## src/rtl/pipeline_pkg.sv

```systemverilog
// Shared definitions for the MIPS hazard/control block: opcodes, ALUop codes,
// forwarding select codes, decoded-control and shadow-stage structures, and
// the forwarding priority helper.
package pipeline_pkg;

   localparam logic [5:0] OP_RTYPE = 6'b000000;
   localparam logic [5:0] OP_LW    = 6'b100011;
   localparam logic [5:0] OP_SW    = 6'b101011;
   localparam logic [5:0] OP_BEQ   = 6'b000100;
   localparam logic [5:0] OP_ADDI  = 6'b001000;

   typedef enum logic [1:0] {
      ALU_ADD   = 2'b00,
      ALU_SUB   = 2'b01,
      ALU_FUNCT = 2'b10
   } aluop_e;

   localparam logic [2:0] FWD_REG = 3'd0;
   localparam logic [2:0] FWD_WB  = 3'd1;
   localparam logic [2:0] FWD_MEM = 3'd2;

   // Destination/control state carried down the shadow pipeline.
   typedef struct packed {
      logic [4:0] rs;
      logic [4:0] rt;
      logic [4:0] dest;
      logic       reg_write;
      logic       mem_read;
   } stage_t;

   // Decoder output; use_rs/use_rt/is_beq feed hazard detection only.
   typedef struct packed {
      logic   reg_dst;
      logic   alu_src;
      logic   mem_read;
      logic   mem_write;
      logic   reg_write;
      logic   mem_to_reg;
      aluop_e alu_op;
      logic   use_rs;
      logic   use_rt;
      logic   is_beq;
   } ctrl_t;

   // EX/MEM wins over MEM/WB because it holds the younger result.
   function automatic logic [2:0] fwd_sel(input logic [4:0] src,
                                          input logic       mem_wr,
                                          input logic [4:0] mem_dest,
                                          input logic       wb_wr,
                                          input logic [4:0] wb_dest);
      logic [2:0] sel;
      sel = FWD_REG;
      if (src != 5'd0) begin
         if (mem_wr && (mem_dest == src))
            sel = FWD_MEM;
         else if (wb_wr && (wb_dest == src))
            sel = FWD_WB;
      end
      return sel;
   endfunction

endpackage

```

## src/rtl/ctrl_decoder.sv

```systemverilog
// Combinational opcode-to-control decoder.
// Ports:
//   opcode_i - ifid_ins[31:26]
//   ctrl_o   - decoded control plus source-usage/branch flags
module ctrl_decoder
   import pipeline_pkg::*;
(
   input  logic [5:0] opcode_i,
   output ctrl_t      ctrl_o
);

   always_comb begin
      ctrl_o = '0;
      case (opcode_i)
         OP_RTYPE: begin
            ctrl_o.reg_dst   = 1'b1;
            ctrl_o.reg_write = 1'b1;
            ctrl_o.alu_op    = ALU_FUNCT;
            ctrl_o.use_rs    = 1'b1;
            ctrl_o.use_rt    = 1'b1;
         end
         OP_LW: begin
            ctrl_o.alu_src    = 1'b1;
            ctrl_o.mem_read   = 1'b1;
            ctrl_o.mem_to_reg = 1'b1;
            ctrl_o.reg_write  = 1'b1;
            ctrl_o.alu_op     = ALU_ADD;
            ctrl_o.use_rs     = 1'b1;
         end
         OP_SW: begin
            ctrl_o.alu_src   = 1'b1;
            ctrl_o.mem_write = 1'b1;
            ctrl_o.alu_op    = ALU_ADD;
            ctrl_o.use_rs    = 1'b1;
            ctrl_o.use_rt    = 1'b1;
         end
         OP_BEQ: begin
            ctrl_o.alu_op = ALU_SUB;
            ctrl_o.use_rs = 1'b1;
            ctrl_o.use_rt = 1'b1;
            ctrl_o.is_beq = 1'b1;
         end
         OP_ADDI: begin
            ctrl_o.alu_src   = 1'b1;
            ctrl_o.reg_write = 1'b1;
            ctrl_o.alu_op    = ALU_ADD;
            ctrl_o.use_rs    = 1'b1;
         end
         default: ctrl_o = '0;
      endcase
   end

endmodule

```

## src/rtl/pipeline_hazard_ctrl.sv

```systemverilog
// Control and hazard unit for the 5-stage MIPS datapath. Decodes the IF/ID
// instruction, tracks ID/EX, EX/MEM and MEM/WB destinations in a shadow
// pipeline, and produces forwarding selects, load-use/branch stalls, branch
// redirect/flush and saturating stall/flush event counters.
// Ports:
//   clk, rst (async, active-low)
//   ifid_ins, regs_equal           - ID instruction and rs==rt comparator
//   regDst..memToReg, ALUop        - ID decoded control (zero on stall/reset)
//   pcSrc, pcWrite, ifidWrite, ifidFlush, stall_needed
//   forwardA, forwardB             - EX operand selects
//   stall_cnt, flush_cnt           - saturating event counters
module pipeline_hazard_ctrl
   import pipeline_pkg::*;
#(
   parameter int CNT_W = 16
) (
   input  logic             clk,
   input  logic             rst,
   input  logic [31:0]      ifid_ins,
   input  logic             regs_equal,
   output logic             regDst,
   output logic             ALUsrc,
   output logic             memRead,
   output logic             memWrite,
   output logic             regWrite,
   output logic             memToReg,
   output logic [1:0]       ALUop,
   output logic             pcSrc,
   output logic             pcWrite,
   output logic             ifidWrite,
   output logic             ifidFlush,
   output logic             stall_needed,
   output logic [2:0]       forwardA,
   output logic [2:0]       forwardB,
   output logic [CNT_W-1:0] stall_cnt,
   output logic [CNT_W-1:0] flush_cnt
);

   ctrl_t            dec;
   stage_t           id_stage;
   stage_t           idex_q, idex_d;
   stage_t           exmem_q, memwb_q;
   logic [CNT_W-1:0] stall_cnt_q, stall_cnt_d;
   logic [CNT_W-1:0] flush_cnt_q, flush_cnt_d;
   logic [4:0]       rs, rt, rd, dest;
   logic             load_use, br_stall, stall, taken, out_en;
   logic             unused_bits;

   ctrl_decoder u_dec (
      .opcode_i (ifid_ins[31:26]),
      .ctrl_o   (dec)
   );

   assign rs   = ifid_ins[25:21];
   assign rt   = ifid_ins[20:16];
   assign rd   = ifid_ins[15:11];
   assign dest = dec.reg_dst ? rd : rt;

   always_comb begin
      id_stage           = '0;
      id_stage.rs        = rs;
      id_stage.rt        = rt;
      id_stage.dest      = dest;
      id_stage.reg_write = dec.reg_write && (dest != 5'd0);
      id_stage.mem_read  = dec.mem_read;
   end

   assign load_use = idex_q.mem_read && (idex_q.dest != 5'd0) &&
                     ((dec.use_rs && (idex_q.dest == rs)) ||
                      (dec.use_rt && (idex_q.dest == rt)));

   // A load into $0 writes nothing, so it never holds a branch back.
   assign br_stall = dec.is_beq &&
                     ((idex_q.reg_write && ((idex_q.dest == rs) || (idex_q.dest == rt))) ||
                      (exmem_q.mem_read && (exmem_q.dest != 5'd0) &&
                       ((exmem_q.dest == rs) || (exmem_q.dest == rt))));

   assign stall  = rst && (load_use || br_stall);
   assign taken  = rst && dec.is_beq && !stall && regs_equal;
   assign out_en = rst && !stall;

   assign regDst       = out_en && dec.reg_dst;
   assign ALUsrc       = out_en && dec.alu_src;
   assign memRead      = out_en && dec.mem_read;
   assign memWrite     = out_en && dec.mem_write;
   assign regWrite     = out_en && dec.reg_write;
   assign memToReg     = out_en && dec.mem_to_reg;
   assign ALUop        = out_en ? dec.alu_op : 2'b00;
   assign pcSrc        = taken;
   assign pcWrite      = out_en;
   assign ifidWrite    = out_en;
   assign ifidFlush    = !rst || taken;
   assign stall_needed = stall;

   assign forwardA = rst ? fwd_sel(idex_q.rs, exmem_q.reg_write, exmem_q.dest,
                                   memwb_q.reg_write, memwb_q.dest) : FWD_REG;
   assign forwardB = rst ? fwd_sel(idex_q.rt, exmem_q.reg_write, exmem_q.dest,
                                   memwb_q.reg_write, memwb_q.dest) : FWD_REG;

   assign idex_d      = stall ? '0 : id_stage;
   assign stall_cnt_d = (stall && (stall_cnt_q != '1)) ? stall_cnt_q + CNT_W'(1) : stall_cnt_q;
   assign flush_cnt_d = (taken && (flush_cnt_q != '1)) ? flush_cnt_q + CNT_W'(1) : flush_cnt_q;

   always_ff @(posedge clk or negedge rst) begin
      if (!rst) begin
         idex_q      <= '0;
         exmem_q     <= '0;
         memwb_q     <= '0;
         stall_cnt_q <= '0;
         flush_cnt_q <= '0;
      end else begin
         idex_q      <= idex_d;
         exmem_q     <= idex_q;
         memwb_q     <= exmem_q;
         stall_cnt_q <= stall_cnt_d;
         flush_cnt_q <= flush_cnt_d;
      end
   end

   assign stall_cnt = stall_cnt_q;
   assign flush_cnt = flush_cnt_q;

   assign unused_bits = ^{ifid_ins[10:0], memwb_q.rs, memwb_q.rt, memwb_q.mem_read};

endmodule
```

## config.mk

```make
export PLATFORM = sky130hd
export DESIGN_NAME = pipeline_hazard_ctrl
export DESIGN_NICKNAME = d
export VERILOG_FILES = /design/src/rtl/pipeline_pkg.sv /design/src/rtl/ctrl_decoder.sv /design/src/rtl/pipeline_hazard_ctrl.sv
export SDC_FILE = /design/constraint.sdc
export NUM_CORES = 1
export LEC_CHECK = 0
export ABC_AREA = 1
export CORE_MARGIN = 2
export CORE_UTILIZATION = 51
export DETAILED_ROUTE_END_ITERATION = 8
export HOLD_SLACK_MARGIN = 0.05
export PLACE_DENSITY = 0.88
export SLEW_MARGIN = 5
export SYNTH_ARGS = -nofsm -noshare
export SYNTH_HDL_FRONTEND = slang
export SYNTH_SLANG_ARGS = --single-unit
```

## constraint.sdc

```tcl
create_clock -name clk -period 2 [get_ports clk]
set_input_delay 0.3 -clock clk [delete_from_list [all_inputs] [get_ports clk]]
set_output_delay 0.3 -clock clk [all_outputs]
set_load 0.01 [all_outputs]
```

==> report_table.html, run 1 <==
<table>
<tr><th>Metric</th><th>Value</th></tr>
<tr><th colspan="2">Synthesis</th></tr>
<tr><td>Share of async-settable or async-resettable flops after synthesis</td><td>1.00</td></tr>
<tr><td>Synth cell types</td><td>40</td></tr>
<tr><td>Gate count after technology mapping</td><td>520</td></tr>
<tr><td>Ys Warns</td><td>0</td></tr>
<tr><td>Largest cells by area after synthesis</td><td>dfrtp_1, nand2_1, nand3_1</td></tr>
<tr><td>Flip-flop cell with the highest count after synthesis</td><td>dfrtp_1</td></tr>
<tr><td>Count of state elements after synthesis</td><td>62</td></tr>
<tr><td>Cell type contributing the most total cell area after synthesis</td><td>dfrtp_1</td></tr>
<tr><td>Synthesized area</td><td>3820 um2</td></tr>
<tr><td>Sequential cell area fraction in the yosys report</td><td>0.406</td></tr>
<tr><td>Count of flip-flops with a built-in enable after synthesis</td><td>0</td></tr>
<tr><td>Synthesized area per cell</td><td>7.36 um2</td></tr>
<tr><td>Top-area cell type share of the netlist area</td><td>0.406</td></tr>
<tr><th colspan="2">Global routing</th></tr>
<tr><td>Number of global-route vias before repair</td><td>4012</td></tr>
<tr><td>Remaining Overflow, GRT</td><td>0</td></tr>
<tr><td>Global-route wire length before repair</td><td>18.8 mm</td></tr>
<tr><td>Pin count of the biggest net entering global routing</td><td>42</td></tr>
<tr><td>Initial antenna violation count</td><td>0</td></tr>
<tr><td>Total global-route track usage</td><td>0.287</td></tr>
<tr><th colspan="2">STA</th></tr>
<tr><td>Fraction of the cycle the final worst path needs</td><td>1.20</td></tr>
<tr><td>Post-Route Hold Slack</td><td>212 ps</td></tr>
<tr><td>Slew @ Worst Pin</td><td>570 ps</td></tr>
<tr><td>Achievable Freq</td><td>0.418 GHz</td></tr>
<tr><td>Final Setup Violations</td><td>65</td></tr>
<tr><td>Max Clock Skew</td><td>8.79 ps</td></tr>
<tr><td>Count of pins over their slew limit</td><td>0</td></tr>
<tr><td>Final sum of negative setup slack</td><td>-10700 ps</td></tr>
<tr><td>Worst slew margin relative to its limit</td><td>0.617</td></tr>
<tr><td>Final critical path time including I/O delays and setup</td><td>2390 ps</td></tr>
<tr><td>Least setup slack across all paths after layout</td><td>-393 ps</td></tr>
<tr><td>Unrepaired setup endpoints after global routing</td><td>true</td></tr>
<tr><td>Hold violation count in the final report</td><td>0</td></tr>
<tr><th colspan="2">Critical path</th></tr>
<tr><td>Critical path startpoint category</td><td>flip-flop</td></tr>
<tr><td>CP Capture Type</td><td>output port</td></tr>
<tr><td>Worst EP arrival</td><td>2090 ps</td></tr>
<tr><td>Data required time of the worst path</td><td>1700 ps</td></tr>
<tr><td>Max Fanout on Critical Path</td><td>4</td></tr>
<tr><td>Path type of the worst setup path</td><td>flip-flop to output port</td></tr>
<tr><th colspan="2">Routing</th></tr>
<tr><td>Overall via count from detail_route</td><td>4209</td></tr>
<tr><td>DRC violations left</td><td>0</td></tr>
<tr><td>Final WL</td><td>12.4 mm</td></tr>
<tr><td>Drt first pass iters</td><td>7</td></tr>
<tr><td>Average wire per standard cell</td><td>16.3 um</td></tr>
<tr><td>Final antenna-violating net count</td><td>0</td></tr>
<tr><td>Mean number of vias per cell</td><td>5.55</td></tr>
<tr><td>Initial DRC Count</td><td>322</td></tr>
<tr><th colspan="2">Power</th></tr>
<tr><td>Worst ir drop on vdd</td><td>0.000296 V</td></tr>
<tr><td>Power share of the sequential group</td><td>0.511</td></tr>
<tr><td>Switching power</td><td>0.000690 W</td></tr>
<tr><td>Leakage Power</td><td>2.73 nW</td></tr>
<tr><td>Switching share of total power</td><td>0.265</td></tr>
<tr><td>Power density cells</td><td>465 nW/um2</td></tr>
<tr><td>Internal Pwr Total</td><td>0.00191 W</td></tr>
<tr><td>Share of total power in the clock network</td><td>0.355</td></tr>
<tr><td>Logic gate share of total power</td><td>0.134</td></tr>
<tr><th colspan="2">Finish</th></tr>
<tr><td>Commonest non-fill, non-tap cell in the layout</td><td>nand2_1</td></tr>
<tr><td>Share of cells above drive strength 1</td><td>0.255</td></tr>
<tr><td>Fin nets</td><td>693</td></tr>
<tr><td>Layout overhead on the synthesized area</td><td>46.2%</td></tr>
<tr><td>Footprint of the flip-flops and latches</td><td>1560 um2</td></tr>
<tr><td>Final Non-Filler Cells</td><td>758</td></tr>
<tr><td>Inserted Diodes</td><td>0</td></tr>
<tr><td>Final design area excluding fillers</td><td>5590 um2</td></tr>
<tr><td>Commonest cells after routing, fill and taps aside</td><td>nand2_1, dfrtp_1, nor2_1, inv_1, clkdlybuf4s50_1</td></tr>
<tr><td>Number of inserted filler cells in the final layout</td><td>507</td></tr>
<tr><td>Multi-input gate area</td><td>2080 um2</td></tr>
<tr><th colspan="2">CTS</th></tr>
<tr><td>Clock-pin slew of the registers on the worst-case setup and hold paths</td><td>70 ps</td></tr>
<tr><td>Clock sinks</td><td>62</td></tr>
<tr><td>TritonCTS clock tree</td><td>yes</td></tr>
<tr><td>Clock latency reported for the late side of the worst-skew pair</td><td>340 ps</td></tr>
<tr><td>Buffers from clock root to sink, at most</td><td>2</td></tr>
<tr><td>Number of buffers inserted during clock tree synthesis</td><td>9</td></tr>
<tr><td>Maximum level of the CTS H-tree</td><td>3</td></tr>
<tr><td>Root Buffer</td><td>clkbuf_8</td></tr>
<tr><th colspan="2">Floorplan</th></tr>
<tr><td>Die Outline Area</td><td>8210 um2</td></tr>
<tr><td>Chip width</td><td>90.6 um</td></tr>
<tr><td>Initial Util</td><td>0.527</td></tr>
<tr><td>Core Box Area</td><td>7250 um2</td></tr>
<tr><td>Top-level port count</td><td>86</td></tr>
<tr><td>DIE HEIGHT</td><td>90.6 um</td></tr>
<tr><td>Std cell rows</td><td>31</td></tr>
<tr><th colspan="2">Flow run</th></tr>
<tr><td>Max capacitance violation total</td><td>0</td></tr>
<tr><th colspan="2">Placed design</th></tr>
<tr><td>Post-detailed-placement cell area</td><td>4940 um2</td></tr>
<tr><td>Detailed placer's ending HPWL</td><td>8.02 mm</td></tr>
<tr><td>RePlAce Congestion</td><td>0.943</td></tr>
<tr><td>Count of placed standard cells including taps</td><td>725</td></tr>
<tr><td># port buffers</td><td>72</td></tr>
<tr><th colspan="2">Outcome</th></tr>
<tr><td>Run status</td><td>complete, but fails checks</td></tr>
<tr><td>Failing checks</td><td>setup timing</td></tr>
<tr><th colspan="2">Min path</th></tr>
<tr><td>Min-Delay Path Class</td><td>input port to async pin</td></tr>
</table>
==> logic make-up (layout without fill, tap and decap cells) <==
group | after synthesis | after routing | synth area share
adder cells (fa/ha/maj) | 2 | 2 | 0.00654
XOR/XNOR | 40 | 40 | 0.0916
AND/OR/NAND/NOR | 306 | 306 | 0.352
AO/OA/AOI/OAI | 28 | 28 | 0.0478
flip-flops | 62 | 62 | 0.406
buffers and inverters | 81 | 219 | 0.0955
other | 1 | 2 | 0.000980
==> metal layers <==
layer  GRT usage  share of wire  up-vias
met5           0              0        -
met4       0.169          0.057        0
met3      0.0518          0.058       72
met2       0.505           0.50      237
met1       0.324           0.38     1982
li1            -              -     1918
==> final cells by class <==
cell class / count / share of cell area
Multi-Input combinational cell: 378 / 0.373
Clock buffer: 12 / 0.0260
Clock inverter: 2 / 0.00179
Inverter: 66 / 0.0461
Tap cell: 99 / 0.0221
Sequential cell: 62 / 0.278
Timing Repair Buffer: 139 / 0.253
==> Yosys cell counts, types with 2 or more instances <==
| cell | instances |
|---|---|
| a21oi_1 | 3 |
| buf_2 | 3 |
| buf_4 | 7 |
| buf_6 | 4 |
| dfrtp_1 | 62 |
| ha_1 | 2 |
| inv_1 | 56 |
| inv_2 | 9 |
| nand2_1 | 150 |
| nand2_2 | 9 |
| nand3_1 | 48 |
| nand4_1 | 11 |
| nand4_2 | 2 |
| nor2_1 | 60 |
| nor3_1 | 14 |
| nor3_2 | 2 |
| nor4_1 | 4 |
| o21ai_0 | 9 |
| o21ai_2 | 4 |
| o22ai_1 | 3 |
| xnor2_1 | 18 |
| xor2_1 | 22 |
==> power groups by stage <==
| stage | registers (W) | clock network (W) | logic [W] |
|---|---|---|---|
| after floorplan | 0.00134 | 0 | 0.000145 |
| after global placement | 0.00135 | 0 | 0.000303 |
| after detailed placement | 0.00135 | 0 | 0.000311 |
| after CTS | 0.00133 | 0.000931 | 0.000325 |
| after global routing | 0.00133 | 0.000979 | 0.000380 |
| final | 0.00133 | 0.000924 | 0.000350 |
==> path summary, 6_finish.rpt <==
path | depth (start not counted) | slack (ps) | end | startpoint
min | 3 | 210 | flush_cnt[6] | rst
max reg2reg | 18 | -250 | stall_cnt[5] | exmem_q[2]
max in group asynchronous | 4 | 1030 | idex_q[9] | rst
min in group clk | 0 | 390 | exmem_q[0] | idex_q[0]
max | 12 | -390 | regWrite | exmem_q[5]
min reg2reg | 0 | 390 | exmem_q[0] | idex_q[0]
==> critical path: stages, from the launching register on <==
cell,delay (ps)
dfrtp_1,440
inv_2,120
nand4_1,160
o21ai_1,150
inv_1,60
nand2_1,80
nand2_1,90
nand2_2,90
nand2_4,60
nor2_4,140
inv_4,80
a31oi_4,170
buf_6,130
==> registers in the layout, summed over array words and instances, names as in the netlist <==
| name | cells |
|---|---|
| stall_cnt | 16 |
| flush_cnt | 16 |
| idex_q | 17 |
| exmem_q | 7 |
| memwb_q | 6 |
==> through the flow <==
stage,utilization,setup slack [ps],power (W)
CTS,0.745,-302,0.00258
finish,0.771,-393,0.00260
global placement,0.681,-654,0.00165
global route,0.771,-475,0.00269
detailed placement,0.681,-741,0.00166
floorplan,-,30.0,0.00148
==> timing repair <==
| item | in CTS | in global routing |
|---|---|---|
| hold buffers | 1 | 0 |
| buffers inserted | 11 | 1 |
| setup endpoints to repair | 41 | 66 |
| endpoints found under the hold margin | 4 | 0 |
| resized for setup | 124 | 42 |
| cloned | 5 | 1 |
| pin swaps | 16 | 18 |
(Power assumes the default switching activity.)
==> inputs of run 2 (changes only) <==
- CORE_MARGIN: 2 -> 8
==> report_table.html, run 2 (synthesized netlist as in run 1, its figures left out) <==
<table>
<tr><th>Metric</th><th>Value</th></tr>
<tr><th colspan="2">Floorplan</th></tr>
<tr><td>Chip width</td><td>103 um (+13%)</td></tr>
<tr><td>Core Box Area</td><td>7250 um2 (unchanged)</td></tr>
<tr><td>Top-level port count</td><td>86 (unchanged)</td></tr>
<tr><td>Die Outline Area</td><td>10500 um2 (+28%)</td></tr>
<tr><td>Initial Util</td><td>0.527 (unchanged)</td></tr>
<tr><td>DIE HEIGHT</td><td>103 um (+13%)</td></tr>
<tr><td>Std cell rows</td><td>31 (unchanged)</td></tr>
<tr><th colspan="2">Global routing</th></tr>
<tr><td>Remaining Overflow, GRT</td><td>0 (unchanged)</td></tr>
<tr><td>Global-route wire length before repair</td><td>19.0 mm (+0.77%)</td></tr>
<tr><td>Initial antenna violation count</td><td>0 (unchanged)</td></tr>
<tr><td>Pin count of the biggest net entering global routing</td><td>39 (-7.1%)</td></tr>
<tr><td>Number of global-route vias before repair</td><td>4084 (+1.8%)</td></tr>
<tr><td>Total global-route track usage</td><td>0.232 (-0.0554)</td></tr>
<tr><th colspan="2">Critical path</th></tr>
<tr><td>Critical path startpoint category</td><td>input port</td></tr>
<tr><td>Reg2Reg Setup Slack</td><td>-190 ps (+60 ps)</td></tr>
<tr><td>CP Capture Type</td><td>output port</td></tr>
<tr><td>Max Fanout on Critical Path</td><td>4 (unchanged)</td></tr>
<tr><td>Path type of the worst setup path</td><td>input port to output port</td></tr>
<tr><td>Startpoint of the most critical register-to-register path</td><td>idex_q[3]</td></tr>
<tr><td>Data required time of the worst path</td><td>1700 ps (about the same)</td></tr>
<tr><td>Cell family contributing the most delay on the critical path</td><td>simple AND/OR/NAND/NOR gates</td></tr>
<tr><td>Ordered cell list for the critical path</td><td>clkdlybuf4s50_1 &gt; nor2_1 &gt; nand3_2 &gt; nand4_1 &gt; nand2_1 &gt; nand2_1 &gt; nand2_2 &gt; nand2_4 &gt; nor2_4 &gt; inv_4 &gt; a31oi_4 &gt; buf_6</td></tr>
<tr><td>Master of the slowest instance on the critical path</td><td>clkdlybuf4s50_1</td></tr>
<tr><td>Worst Reg-to-Reg Cells</td><td>18 (unchanged)</td></tr>
<tr><td>Worst EP arrival</td><td>2150 ps (+60 ps)</td></tr>
<tr><td>Endpoint of the worst-slack reg-to-reg timing path</td><td>stall_cnt[3]</td></tr>
<tr><td>CP bufs+invs</td><td>3 (-1)</td></tr>
<tr><td>Cell with the most instances on the worst path</td><td>nand2_1</td></tr>
<tr><td>Largest stage delay on the critical path</td><td>530 ps (+90 ps)</td></tr>
<tr><th colspan="2">CTS</th></tr>
<tr><td>Maximum level of the CTS H-tree</td><td>3 (unchanged)</td></tr>
<tr><td>Clock sinks</td><td>62 (unchanged)</td></tr>
<tr><td>Buffers from clock root to sink, at most</td><td>2 (unchanged)</td></tr>
<tr><td>Number of buffers inserted during clock tree synthesis</td><td>9 (unchanged)</td></tr>
<tr><td>Clock latency reported for the late side of the worst-skew pair</td><td>350 ps (about the same)</td></tr>
<tr><td>TritonCTS clock tree</td><td>yes</td></tr>
<tr><td>Root Buffer</td><td>clkbuf_8</td></tr>
<tr><td>Clock-pin slew of the registers on the worst-case setup and hold paths</td><td>80 ps (about the same)</td></tr>
<tr><th colspan="2">Finish</th></tr>
<tr><td>Commonest cells after routing, fill and taps aside</td><td>nand2_1, dfrtp_1, inv_1, nor2_1</td></tr>
<tr><td>Inserted Diodes</td><td>0 (unchanged)</td></tr>
<tr><td>Number of inserted filler cells in the final layout</td><td>457 (-9.9%)</td></tr>
<tr><td>Fin nets</td><td>691 (-0.29%)</td></tr>
<tr><td>Flip-flop count of the largest register, all copies and words added</td><td>17 (unchanged)</td></tr>
<tr><td>Final Non-Filler Cells</td><td>758 (unchanged)</td></tr>
<tr><td>Largest register by flop count</td><td>idex_q</td></tr>
<tr><td>Footprint of the flip-flops and latches</td><td>1560 um2 (+0.16%)</td></tr>
<tr><td>Fraction of the core area covered by cells at the end of the flow</td><td>0.773 (+0.00155)</td></tr>
<tr><td>Commonest non-fill, non-tap cell in the layout</td><td>nand2_1</td></tr>
<tr><td>Share of cells above drive strength 1</td><td>0.272 (+0.0167)</td></tr>
<tr><td>Multi-input gate area</td><td>2130 um2 (+2.3%)</td></tr>
<tr><td>Layout overhead on the synthesized area</td><td>46.5%</td></tr>
<tr><th colspan="2">Power</th></tr>
<tr><td>Leakage Power</td><td>2.72 nW (-0.53%)</td></tr>
<tr><td>Power density cells</td><td>527 nW/um2 (+13%)</td></tr>
<tr><td>Worst ir drop on vdd</td><td>0.000408 V (+38%)</td></tr>
<tr><th colspan="2">Routing</th></tr>
<tr><td>DRC violations left</td><td>0 (unchanged)</td></tr>
<tr><td>Final antenna-violating net count</td><td>0 (unchanged)</td></tr>
<tr><td>Mean number of vias per cell</td><td>5.60 (+0.78%)</td></tr>
<tr><td>Drt first pass iters</td><td>5 (-2)</td></tr>
<tr><td>Final WL</td><td>13.4 mm (+7.8%)</td></tr>
<tr><td>Average wire per standard cell</td><td>17.6 um (+7.8%)</td></tr>
<tr><td>Initial DRC Count</td><td>302 (-6.2%)</td></tr>
<tr><td>Overall via count from detail_route</td><td>4242 (+0.78%)</td></tr>
<tr><th colspan="2">STA</th></tr>
<tr><td>Slew @ Worst Pin</td><td>522 ps (-48.6 ps)</td></tr>
<tr><td>Final sum of negative setup slack</td><td>-11630 ps (-923 ps)</td></tr>
<tr><td>Worst slew margin relative to its limit</td><td>0.649 (+0.0321)</td></tr>
<tr><td>Final Setup Violations</td><td>61 (-6.2%)</td></tr>
<tr><td>Achievable Freq</td><td>0.408 GHz (-2.4%)</td></tr>
<tr><td>Final critical path time including I/O delays and setup</td><td>2450 ps (+59.4 ps)</td></tr>
<tr><td>Max Clock Skew</td><td>17.8 ps (+9.04 ps)</td></tr>
<tr><td>Count of pins over their slew limit</td><td>0 (unchanged)</td></tr>
<tr><td>Post-Route Hold Slack</td><td>251 ps (+38.4 ps)</td></tr>
<tr><td>Least setup slack across all paths after layout</td><td>-452 ps (-59.4 ps)</td></tr>
<tr><td>Hold violation count in the final report</td><td>0 (unchanged)</td></tr>
<tr><td>Unrepaired setup endpoints after global routing</td><td>true</td></tr>
<tr><td>Fraction of the cycle the final worst path needs</td><td>1.23 (+0.0297)</td></tr>
<tr><th colspan="2">Min path</th></tr>
<tr><td>Min-Delay Path Class</td><td>input port to async pin</td></tr>
<tr><th colspan="2">Placed design</th></tr>
<tr><td># port buffers</td><td>72 (unchanged)</td></tr>
<tr><td>Detailed placer's ending HPWL</td><td>8.21 mm (+2.4%)</td></tr>
<tr><td>Count of placed standard cells including taps</td><td>724 (-0.14%)</td></tr>
<tr><td>RePlAce Congestion</td><td>0.980 (+3.9%)</td></tr>
<tr><th colspan="2">Outcome</th></tr>
<tr><td>Failing checks</td><td>setup timing</td></tr>
<tr><td>Run status</td><td>complete, but fails checks</td></tr>
<tr><th colspan="2">Flow run</th></tr>
<tr><td>Max capacitance violation total</td><td>0 (unchanged)</td></tr>
</table>
==> run 2: cell count changes in the layout (fill, tap and decap cells not counted), moves of 3 or more <==
| cell | previous run | this run |
|---|---|---|
| buf_12 | 4 | 1 |
| nand2_2 | 16 | 24 |
| inv_2 | 16 | 13 |
| bufbuf_16 | 3 | 0 |
| nor2_1 | 51 | 48 |
| inv_1 | 47 | 51 |
| nand2_1 | 139 | 129 |
==> run 2: stage by stage <==
step	total power, W	worst slack, ps	cell area, um2
2_1_floorplan	0.00148	30.0	3830
3_3_place_gp	0.00165	-667	4920
3_5_place_dp	0.00167	-690	4920
4_1_cts	0.00289	-325	5330
5_1_grt	0.00304	-518	5600
6_report	0.00295	-452	5600
==> run 2: worst register-to-register path, cell delays in order (launching register included) <==
cell	delay, ps
dfrtp_1	440
inv_2	70
nand2_1	60
nand2_1	60
nor2_2	170
nand2_1	80
nor2_1	120
nand2_1	80
nand2_1	80
nand2_2	90
nand2_4	100
buf_4	110
nand2_4	50
clkinv_4	70
buf_8	130
nand2_8	100
buf_12	150
nand2_1	50
nand2_1	70
==> run 2: worst max path at each step <==
stage	startpoint	endpoint	slack [ps]	cells after the start
3_3_place_gp	ifid_ins[24]	regWrite	-670	15
5_1_grt	ifid_ins[21]	ALUop[1]	-520	16
3_5_place_dp	ifid_ins[18]	memRead	-690	15
6_report	ifid_ins[29]	regWrite	-450	12
2_1_floorplan	exmem_q[4]	memToReg	30	13
4_1_cts	idex_q[5]	ALUop[0]	-320	12
==> run 2: report_power, final <==
group | switching, W | internal [W]
Sequential | 0.0000421 | 0.00129
Clock | 0.000514 | 0.000731
Combinational | 0.000208 | 0.000168
Total | 0.000765 | 0.00219
==> run 2: final cells by class <==
class,count,share of cell area
clock buffer,10,0.0246
sequential,62,0.278
tap,99,0.0221
timing repair buffer,136,0.234
inverter,66,0.0455
multi-input combinational,379,0.380
clock inverter,6,0.0152
==> run 2: what timing repair did <==
action / in CTS / in global routing
setup endpoints to repair: 56 / 66
buffers inserted: 5 / 10
gates cloned: 4 / 2
resized for setup: 107 / 69
hold endpoints to repair: 24 / 0
pin swaps: 10 / 18
hold buffers: 1 / 0
==> run 2: metal layers <==
metal  track usage  share of wire  vias to the layer above
met4         0.137          0.044                        0
met5             0              0                        -
met1         0.241           0.36                     2003
li1              -              -                     1922
met2         0.415           0.51                      258
met3        0.0560          0.079                       59
==> inputs of run 3 (changes only) <==
- CORE_MARGIN: 8 -> 5
==> report_table.html, run 3 (synthesized netlist as in run 1, its figures left out) <==
<table>
<tr><th>Metric</th><th>Value</th></tr>
<tr><th colspan="2">Placed design</th></tr>
<tr><td>RePlAce Congestion</td><td>0.901 (-8.0%)</td></tr>
<tr><td># port buffers</td><td>72 (unchanged)</td></tr>
<tr><td>Post-detailed-placement cell area</td><td>4930 um2 (+0.20%)</td></tr>
<tr><td>Count of placed standard cells including taps</td><td>727 (+0.41%)</td></tr>
<tr><td>Worst setup timing slack at the placement stage</td><td>-760 ps (-70.0 ps)</td></tr>
<tr><td>Detailed placer's ending HPWL</td><td>8.36 mm (+1.8%)</td></tr>
<tr><th colspan="2">Global routing</th></tr>
<tr><td>Total global-route track usage</td><td>0.244 (+0.0121)</td></tr>
<tr><td>Number of global-route vias before repair</td><td>4140 (+1.4%)</td></tr>
<tr><td>Pin count of the biggest net entering global routing</td><td>27 (-31%)</td></tr>
<tr><td>Remaining Overflow, GRT</td><td>0 (unchanged)</td></tr>
<tr><td>Global-route wire length before repair</td><td>18.7 mm (-1.2%)</td></tr>
<tr><td>Initial antenna violation count</td><td>0 (unchanged)</td></tr>
<tr><th colspan="2">STA</th></tr>
<tr><td>Slew @ Worst Pin</td><td>538 ps (+15.8 ps)</td></tr>
<tr><td>Hold violation count in the final report</td><td>0 (unchanged)</td></tr>
<tr><td>Final critical path time including I/O delays and setup</td><td>2430 ps (-26.9 ps)</td></tr>
<tr><td>Achievable Freq</td><td>0.412 GHz (+1.1%)</td></tr>
<tr><td>Max Clock Skew</td><td>8.50 ps (-9.32 ps)</td></tr>
<tr><td>Least setup slack across all paths after layout</td><td>-425 ps (+26.9 ps)</td></tr>
<tr><td>Unrepaired setup endpoints after global routing</td><td>true</td></tr>
<tr><td>Worst slew margin relative to its limit</td><td>0.638 (-0.0106)</td></tr>
<tr><td>Final Setup Violations</td><td>46 (-25%)</td></tr>
<tr><td>Count of pins over their slew limit</td><td>0 (unchanged)</td></tr>
<tr><td>Post-Route Hold Slack</td><td>129 ps (-121 ps)</td></tr>
<tr><td>Fraction of the cycle the final worst path needs</td><td>1.21 (-0.0135)</td></tr>
<tr><th colspan="2">Routing</th></tr>
<tr><td>Initial DRC Count</td><td>432 (+43%)</td></tr>
<tr><td>Average wire per standard cell</td><td>16.6 um (-5.6%)</td></tr>
<tr><td>Final WL</td><td>12.5 mm (-6.1%)</td></tr>
<tr><td>Mean number of vias per cell</td><td>5.57 (-0.39%)</td></tr>
<tr><td>Overall via count from detail_route</td><td>4203 (-0.92%)</td></tr>
<tr><td>Drt first pass iters</td><td>5 (unchanged)</td></tr>
<tr><td>Final antenna-violating net count</td><td>0 (unchanged)</td></tr>
<tr><td>DRC violations left</td><td>0 (unchanged)</td></tr>
<tr><th colspan="2">Critical path</th></tr>
<tr><td>Max Fanout on Critical Path</td><td>4 (unchanged)</td></tr>
<tr><td>Worst EP arrival</td><td>2130 ps (-20 ps)</td></tr>
<tr><td>Path type of the worst setup path</td><td>flip-flop to output port</td></tr>
<tr><td>Data required time of the worst path</td><td>1700 ps (about the same)</td></tr>
<tr><td>Startpoint of the most critical register-to-register path</td><td>exmem_q[2]</td></tr>
<tr><td>Critical path startpoint category</td><td>flip-flop</td></tr>
<tr><td>Critical Path Source</td><td>exmem_q[6]</td></tr>
<tr><td>CP Capture Type</td><td>output port</td></tr>
<tr><th colspan="2">Floorplan</th></tr>
<tr><td>Chip width</td><td>96.6 um (-5.8%)</td></tr>
<tr><td>Die Outline Area</td><td>9330 um2 (-11%)</td></tr>
<tr><td>Initial Util</td><td>0.525 (-0.00281)</td></tr>
<tr><td>Core Box Area</td><td>7290 um2 (+0.53%)</td></tr>
<tr><td>Top-level port count</td><td>86 (unchanged)</td></tr>
<tr><td>DIE HEIGHT</td><td>96.6 um (-5.8%)</td></tr>
<tr><td>Std cell rows</td><td>31 (unchanged)</td></tr>
<tr><th colspan="2">Finish</th></tr>
<tr><td>Largest register by flop count</td><td>idex_q</td></tr>
<tr><td>Flip-flop count of the largest register, all copies and words added</td><td>17 (unchanged)</td></tr>
<tr><td>Final design area excluding fillers</td><td>5460 um2 (-2.5%)</td></tr>
<tr><td>Final Non-Filler Cells</td><td>754 (-0.53%)</td></tr>
<tr><td>Commonest non-fill, non-tap cell in the layout</td><td>nand2_1</td></tr>
<tr><td>Commonest cells after routing, fill and taps aside</td><td>nand2_1, dfrtp_1, nor2_1, inv_1, buf_4</td></tr>
<tr><td>Fin nets</td><td>689 (-0.29%)</td></tr>
<tr><td>Share of cells above drive strength 1</td><td>0.273 (+0.00166)</td></tr>
<tr><td>Inserted Diodes</td><td>0 (unchanged)</td></tr>
<tr><td>Layout overhead on the synthesized area</td><td>42.9%</td></tr>
<tr><th colspan="2">CTS</th></tr>
<tr><td>Buffers from clock root to sink, at most</td><td>2 (unchanged)</td></tr>
<tr><td>Number of buffers inserted during clock tree synthesis</td><td>9 (unchanged)</td></tr>
<tr><td>Maximum level of the CTS H-tree</td><td>3 (unchanged)</td></tr>
<tr><td>Clock latency reported for the late side of the worst-skew pair</td><td>350 ps (about the same)</td></tr>
<tr><td>Clock-pin slew of the registers on the worst-case setup and hold paths</td><td>70 ps (about the same)</td></tr>
<tr><td>Root Buffer</td><td>clkbuf_8</td></tr>
<tr><td>Clock sinks</td><td>62 (unchanged)</td></tr>
<tr><td>TritonCTS clock tree</td><td>yes</td></tr>
<tr><th colspan="2">Flow run</th></tr>
<tr><td>Max capacitance violation total</td><td>0 (unchanged)</td></tr>
<tr><th colspan="2">Power</th></tr>
<tr><td>Worst ir drop on vdd</td><td>0.000324 V (-21%)</td></tr>
<tr><td>Final Total Pwr</td><td>0.00263 W (-11%)</td></tr>
<tr><td>Leakage Power</td><td>2.63 nW (-3.2%)</td></tr>
<tr><td>Power density cells</td><td>482 nW/um2 (-8.4%)</td></tr>
<tr><th colspan="2">Outcome</th></tr>
<tr><td>Run status</td><td>complete, but fails checks</td></tr>
<tr><td>Failing checks</td><td>setup timing</td></tr>
<tr><th colspan="2">Min path</th></tr>
<tr><td>Min-Delay Path Class</td><td>input port to async pin</td></tr>
</table>
==> run 3: where the power goes <==
part	switching, W	internal, W	total (W)	leakage, nW
clock network	0.000475	0.000466	0.000941	0.0821
registers	0.0000412	0.00129	0.00133	0.803
logic	0.000205	0.000160	0.000364	1.74
total	0.000721	0.00191	0.00263	2.63
==> run 3: path summary, 6_finish.rpt <==
| check | end | slack (ps) | cells after the start |
|---|---|---|---|
| min in group clk | idex_q[13] | 360 | 4 |
| worst min-delay path | memwb_q[6] | 130 | 3 |
| max in group asynchronous | stall_cnt[12] | 1210 | 3 |
| worst max-delay path | regWrite | -430 | 12 |
| worst min register to register | exmem_q[0] | 390 | 0 |
| worst max register to register | stall_cnt[7] | -120 | 18 |
==> run 3: stage by stage <==
step                 util  TNS (ps)
finish              0.749     -7240
detailed placement  0.676    -33120
global route        0.749    -12040
floorplan               -         0
global placement    0.676    -26780
CTS                 0.719     -5960
==> run 3: cell type report <==
type / count / area, um2
clock buffer: 12 / 145
timing repair buffer: 134 / 1220
tap: 99 / 124
multi-input combinational: 379 / 2160
sequential: 62 / 1560
clock inverter: 2 / 10.0
fill: 541 / 1830
inverter: 66 / 255
==> run 3: per-layer routing <==
metal | routed length (um) | GRT usage | vias up | part of all wire
met5 | 0 | 0 | - | 0
li1 | - | - | 1917 | -
met1 | 4670 | 0.276 | 1967 | 0.37
met4 | 706 | 0.147 | 0 | 0.056
met3 | 837 | 0.0410 | 72 | 0.067
met2 | 6320 | 0.427 | 247 | 0.50
==> run 3: what timing repair did <==
| action | in CTS | in global routing |
|---|---|---|
| setup endpoints to repair | 58 | 66 |
| hold endpoints to repair | 25 | 0 |
| pin swaps | 11 | 19 |
| buffers inserted | 9 | 4 |
| resized for setup | 110 | 71 |
| cloned | 2 | 1 |
| hold buffers | 1 | 0 |
==> run 3: critical path, cell delays in order (launching register included) <==
cell     delay (ps)
dfrtp_2         450
buf_4           170
xnor2_1         130
nand3_1          90
nand2_1          80
nand2_1         100
nand2_2          80
nand2_2          80
nand2_4          60
nor2_4          160
inv_4            70
a31oi_4         170
buf_6           130
